### src/rtl/mc_control.sv
// Multi-cycle MIPS control FSM: sequences fetch/decode/execute/memory/writeback,
// decodes opcode into datapath controls, and counts retired instructions.
module mc_control #(
    parameter int COUNT_W = 16
) (
    input  logic               clk,
    input  logic               rst_n,
    input  logic [5:0]         opcode,
    input  logic               zero,
    input  logic               mem_ready,
    output logic               pc_write,
    output logic               pc_write_cond,
    output logic               i_or_d,
    output logic               mem_read,
    output logic               mem_write,
    output logic               ir_write,
    output logic               mem_to_reg,
    output logic               reg_dst,
    output logic               reg_write,
    output logic               alu_src_a,
    output logic [1:0]         alu_src_b,
    output logic [1:0]         pc_source,
    output logic [1:0]         alu_op,
    output logic               instr_done,
    output logic               illegal_op,
    output logic [COUNT_W-1:0] instr_count,
    output logic [3:0]         state_out
);

    typedef enum logic [3:0] {
        FETCH     = 4'd0,
        DECODE    = 4'd1,
        MEM_ADDR  = 4'd2,
        MEM_READ  = 4'd3,
        MEM_WB    = 4'd4,
        MEM_WRITE = 4'd5,
        EXECUTE   = 4'd6,
        ALU_WB    = 4'd7,
        BRANCH    = 4'd8,
        JUMP      = 4'd9,
        ADDI_EXEC = 4'd10,
        ADDI_WB   = 4'd11
    } state_t;

    localparam logic [5:0] OP_R    = 6'b000000;
    localparam logic [5:0] OP_LW   = 6'b100011;
    localparam logic [5:0] OP_SW   = 6'b101011;
    localparam logic [5:0] OP_BEQ  = 6'b000100;
    localparam logic [5:0] OP_J    = 6'b000010;
    localparam logic [5:0] OP_ADDI = 6'b001000;

    state_t state, state_nxt;
    logic [COUNT_W-1:0] count_q;

    // The branch decision is made in the datapath; this block only needs to
    // expose pc_write_cond.
    logic unused_zero;
    assign unused_zero = zero;

    always_ff @(posedge clk or negedge rst_n) begin
        if (!rst_n) begin
            state   <= FETCH;
            count_q <= '0;
        end else begin
            state <= state_nxt;
            if (instr_done)
                count_q <= count_q + COUNT_W'(1);
        end
    end

    assign instr_count = count_q;
    assign state_out   = state;

    // Gating everything on rst_n keeps FETCH's Moore outputs quiet during reset.
    always_comb begin
        state_nxt     = FETCH;
        pc_write      = 1'b0;
        pc_write_cond = 1'b0;
        i_or_d        = 1'b0;
        mem_read      = 1'b0;
        mem_write     = 1'b0;
        ir_write      = 1'b0;
        mem_to_reg    = 1'b0;
        reg_dst       = 1'b0;
        reg_write     = 1'b0;
        alu_src_a     = 1'b0;
        alu_src_b     = 2'b00;
        pc_source     = 2'b00;
        alu_op        = 2'b00;
        instr_done    = 1'b0;
        illegal_op    = 1'b0;
        if (rst_n) begin
            case (state)
                FETCH: begin
                    mem_read  = 1'b1;
                    alu_src_b = 2'b01;
                    ir_write  = mem_ready;
                    pc_write  = mem_ready;
                    state_nxt = mem_ready ? DECODE : FETCH;
                end
                DECODE: begin
                    alu_src_b = 2'b11;
                    case (opcode)
                        OP_LW, OP_SW: state_nxt = MEM_ADDR;
                        OP_R:         state_nxt = EXECUTE;
                        OP_BEQ:       state_nxt = BRANCH;
                        OP_J:         state_nxt = JUMP;
                        OP_ADDI:      state_nxt = ADDI_EXEC;
                        default: begin
                            state_nxt  = FETCH;
                            illegal_op = 1'b1;
                        end
                    endcase
                end
                MEM_ADDR: begin
                    alu_src_a = 1'b1;
                    alu_src_b = 2'b10;
                    if (opcode == OP_LW)      state_nxt = MEM_READ;
                    else if (opcode == OP_SW) state_nxt = MEM_WRITE;
                    else                      state_nxt = FETCH;
                end
                MEM_READ: begin
                    mem_read  = 1'b1;
                    i_or_d    = 1'b1;
                    state_nxt = mem_ready ? MEM_WB : MEM_READ;
                end
                MEM_WB: begin
                    reg_write  = 1'b1;
                    mem_to_reg = 1'b1;
                    instr_done = 1'b1;
                end
                MEM_WRITE: begin
                    mem_write  = 1'b1;
                    i_or_d     = 1'b1;
                    instr_done = mem_ready;
                    state_nxt  = mem_ready ? FETCH : MEM_WRITE;
                end
                EXECUTE: begin
                    alu_src_a = 1'b1;
                    alu_op    = 2'b10;
                    state_nxt = ALU_WB;
                end
                ALU_WB: begin
                    reg_write  = 1'b1;
                    reg_dst    = 1'b1;
                    instr_done = 1'b1;
                end
                BRANCH: begin
                    alu_src_a     = 1'b1;
                    alu_op        = 2'b01;
                    pc_write_cond = 1'b1;
                    pc_source     = 2'b01;
                    instr_done    = 1'b1;
                end
                JUMP: begin
                    pc_write   = 1'b1;
                    pc_source  = 2'b10;
                    instr_done = 1'b1;
                end
                ADDI_EXEC: begin
                    alu_src_a = 1'b1;
                    alu_src_b = 2'b10;
                    state_nxt = ADDI_WB;
                end
                ADDI_WB: begin
                    reg_write  = 1'b1;
                    instr_done = 1'b1;
                end
                default: state_nxt = FETCH;
            endcase
        end
    end

endmodule

### config.mk
export PLATFORM = sky130hd
export DESIGN_NAME = mc_control
export DESIGN_NICKNAME = d
export VERILOG_FILES = /design/src/rtl/mc_control.sv
export SDC_FILE = /design/constraint.sdc
export NUM_CORES = 1
export LEC_CHECK = 0
export CAP_MARGIN = 20
export CORE_UTILIZATION = 40
export CTS_CLUSTER_DIAMETER = 150
export DETAILED_ROUTE_END_ITERATION = 8
export HOLD_SLACK_MARGIN = 0.12
export PLACE_DENSITY = 0.72
export SYNTH_ARGS = -nofsm -noshare
export SYNTH_HDL_FRONTEND = slang
export SYNTH_SLANG_ARGS = --single-unit
export TNS_END_PERCENT = 1
### constraint.sdc
create_clock -name clk -period 4.4 [get_ports clk]
set_input_delay 1.1 -clock clk [delete_from_list [all_inputs] [get_ports clk]]
set_output_delay 1.1 -clock clk [all_outputs]
set_load 0.05 [all_outputs]
======== Yosys cells after proc, flatten, opt, wreduce, memory -nomap -nowiden ========
Cells that the tools add are included.
storage, ports and cells
  flip-flop bits (word level) ............. 20
  input port bits ......................... 10
cells by class
  multiplexer cells ....................... 39
  reductions and logical operators ........ 10
  add/sub/neg operators ................... 1
  equality and inequality tests ........... 16
operators with widths
  cell                                                                    count
  4-bit case mux with 7 select lines                                      1
  1-bit 2-to-1 mux                                                        24
  4-bit case mux with 5 select lines                                      1
  16-bit by 1-bit adder with 16-bit output (second input constant)        1
  4-bit by 3-bit equality test with 1-bit output (second input constant)  4
  4-bit equality test (second input constant)                             4
  6-bit equality test (second input constant)                             2
  3-bit 2-to-1 mux                                                        4
  4-bit by 2-bit equality test with 1-bit output (second input constant)  2
  2-bit case mux with 2 select lines                                      2
  2-bit OR reduction                                                      4
  6-bit by 2-bit equality test with 1-bit output (second input constant)  1
  6-bit by 3-bit equality test with 1-bit output (second input constant)  1
  6-bit by 4-bit equality test with 1-bit output (second input constant)  1
  6-bit zero test                                                         1
  2-bit 2-to-1 mux                                                        3
  2-bit case mux with 3 select lines                                      1
  6-bit OR reduction                                                      1
  5-bit OR reduction                                                      1
  4-bit by 1-bit equality test with 1-bit output (second input constant)  1
  4-bit zero test                                                         1
  4-bit 2-to-1 mux                                                        1
  1-bit case mux with 2 select lines                                      2
  4-bit OR reduction                                                      1
  3-bit OR reduction                                                      1

======== Longest topological paths before layout ========
  word-level depth ........................ 5
  gate-level depth with buffers ........... 6
  depth with buffers taken out ............ 4

======== Least setup slack after synthesis ========
Ideal clock, no wire load.
  path type ............................... input to output
  start point ............................. in rst_n
  end point ............................... out pc_write
  path slack .............................. -0.277 ns
  stages on the path ...................... 3
  path buffers ............................ 0
  required time ........................... 3.300 ns
  arrival ................................. 3.577 ns
  path through ............................ or2b_1 nor4b_1 or2_2
on the way
  word-level cells in the longest chain between the ends .. 1
ends and longest elaborated chain
  element           RTL line  source
  from (decl)       7         input logic rst_n,
  1-bit 2-to-1 mux  92        if (rst_n) begin
  to (decl)         11        output logic pc_write,
Every way passes these cells.

======== Worst setup path in the final report ========
  start point ............................. in opcode[1]
  end point ............................... out illegal_op
on the way
  word-level cells in the longest chain between the ends .. 5
ends and longest elaborated chain
  element                                            RTL line  source
  from (decl)                                        8         input logic [5:0] opcode,
  6-bit equality test, or another cell as far along  103       case (opcode)
  6-bit OR reduction (no source line) *              --
  1-bit 2-to-1 mux *                                 103
  1-bit 2-to-1 mux *                                 93        case (state)
  1-bit 2-to-1 mux *                                 92
  to (decl)                                          25        output logic illegal_op,
Mark *: on every way between the ends. The rest lies on a longest branch, timed or not.

==> impl_metrics.toml <==
[run_status]
run_status = "finished, final reports clean"

[clock_network]
cts_buffer_depth = 2
numClockSinks = 20
cts_root_buf = "clkbuf_4"
clk_latency_ns = 0.30
cts.clk_slew.worst_paths_ns = 0.11
cts_tree = "built"
cts_buffers = 3
htreeDepth = 1
ctsHoldBuffers = 0
cts_resized = 0
cts_setup_buffers = 0

[setup_path]
required_ns = 3.30
worstSetupPathType = "input pin to primary output"
crit_path_start_kind = "input pin"
path_max_fanout = 7
setup.worst_path.end_class = "primary output"
arrival_ns = 2.76
r2r_cells = 4

[synthesis]
synth_flop_cell = "dfrtp_1"
synth-seq-cells = 20
synth_edf_count = 0
synth_fp_nets = 163
syn_area_um2 = 1360
synth_warnings = 0
synthCells = 152
async_flop_share = 1.00
yosysSeqAreaShare = 0.367
synth_area_per_cell_um2 = 8.97
yosysUniqueCellTypes = 42

[power]
power_switching_mw = 0.118
p_int_mw = 0.276
power_density_nw_per_um2 = 189
clock_power_share = 0.273
power.total_mw = 0.394
pwr-share-seq = 0.492
comb_power_share = 0.234
switching_share = 0.300
vdd_drop_max_mv = 0.204
cellLeakagePower_nw = 0.811

[timing]
grt_setup_unrepaired = "false"
fin_setup_tns_ns = 0
drv_slew = 0
setup_viol = 0
maxSlewHeadroom = 0.561
post-route-period-util = 0.877
clock.fmax_ghz = 0.259
tightest_slew_ns = 0.658
skew_ns = 0.00453
fin_crit_ns = 3.86
hold_violations = 0
holdWs_ns = 0.487

[grt]
grt_max_degree = 28
grt_pass1_vias = 1268
track_usage = 0.221
antenna_found_initial = 0
grt.overflow.total = 0
grt_pass1_wl_um = 6020

[die]
fp.coreArea_um2 = 3150
dieArea_um2 = 3650
rows = 20
fp.dieH_um = 60.4
floorplan.initialDensity = 0.433
fp.dieW_um = 60.4
ios = 48

[layout]
ff_latch_area_um2 = 500
area_growth_pct = 52.7
nFillCells = 250
multiInputGateArea_um2 = 816
final_cell_mix = "clkdlybuf4s50_1 (28), dfrtp_1 (20), buf_12 (18), xnor2_1 (15), nand4_1 (10)"
final_common_cell = "clkdlybuf4s50_1"
insertedDiodeCount = 0
drive_above_1_share = 0.168
nets = 209

[flow_run]
maxCapViolCount = 0

[placed_design]
place_congestion = 0.926
hpwl_um = 2700
portBuffers = 46

[hold_path]
min_path_type = "flop to flop"
hold_depth = 1

[detailed_routing]
finalWirelength_um = 3620
firstDrtPassIters = 5
vias = 1353
ant_nets = 0
drtIter0Drc = 39
drc = 0
via_per_inst = 5.61
wl_per_cell_um = 15.0
==> routing by layer <==
| layer | global-route usage | vias up | share of wire |
|---|---|---|---|
| li1 | - | 646 | - |
| met1 | 0.306 | 668 | 0.45 |
| met2 | 0.355 | 35 | 0.51 |
| met3 | 0.0490 | 4 | 0.038 |
| met4 | 0.0432 | 0 | 0.0063 |
| met5 | 0 | - | 0 |
==> per-stage QoR <==
stage          utilization  area [um2]  std cells  worst slack, ns
4_1_cts              0.660        2080        241            0.540
5_1_grt              0.660        2080        241            0.474
3_5_place_dp         0.649        2050        237            0.545
2_1_floorplan            -        1370        152            0.188
3_3_place_gp         0.649        2050        237            0.559
6_report             0.660        2080        241            0.542
==> power groups by stage <==
stage,combinational [mW],sequential [mW],clock (mW)
final,0.0924,0.194,0.108
after global routing,0.0986,0.195,0.118
after CTS,0.0929,0.194,0.108
after detailed placement,0.0926,0.198,0
after global placement,0.0907,0.197,0
after floorplan,0.0362,0.209,0
==> cells by family (layout without fill, tap and decap cells) <==
kind of cell    after synthesis  count (layout)  synth area share
mux                           2               2            0.0156
flops                        20              20             0.367
buf+inv                      10              55            0.0394
simple gates                 81              81             0.357
compound gates               21              21             0.103
xor+xnor                     17              17             0.109
fa+ha+maj                     1               1           0.00917
==> sequential cells by signal, indices dropped and copies added, names as in the netlist <==
signal / count
instr_count: 16
state_out: 4
==> cells in the mapped netlist (2+ instances only) <==
master    instances  area (um2)
a32o_1            2        20.0
o21ai_0           6        30.0
a31oi_1           3        18.8
dfrtp_1          20         500
nor2_1            9        33.8
a21oi_1           4        20.0
nand3_1           7        35.0
and3_1            5        31.3
nor4b_1           2        17.5
xor2_1            2        17.5
nand2_1           7        26.3
and2_1            7        43.8
and4_1            3        26.3
clkbuf_1          2        7.51
nor4_1            2        12.5
nand2b_1          5        31.3
buf_2             4        20.0
nor3_1            9        45.0
nand4_1          10        62.6
or2_2             2        12.5
xnor2_1          15         131
nor2b_1           6        37.5
==> area by class of cell <==
type                       instances  share of cell area
clock buffer                       4              0.0174
inverter                           1             0.00180
multi-input combinational        122               0.392
sequential                        20               0.240
tap                               44              0.0264
timing repair buffer              50               0.322
==> path summary, 6_finish.rpt <==
check	startpoint	endpoint	slack, ns
hold / removal	instr_count[15]$_DFFE_PN0P_	instr_count[15]$_DFFE_PN0P_	0.49
min in group asynchronous	rst_n	instr_count[10]$_DFFE_PN0P_	1.25
setup / recovery	opcode[1]	illegal_op	0.54
max in group asynchronous	rst_n	instr_count[4]$_DFFE_PN0P_	2.92
hold reg to reg	instr_count[15]$_DFFE_PN0P_	instr_count[15]$_DFFE_PN0P_	0.49
setup reg to reg	state_out[1]$_DFF_PN0_	instr_count[1]$_DFFE_PN0P_	2.27
==> worst max-delay path, stage by stage <==
cell and delay, ns:
clkdlybuf4s50_1 0.51, and3_1 0.27, and2_1 0.16, nor4b_1 0.51
buf_12 0.21
Note: power is estimated with default switching activity, not from simulation.
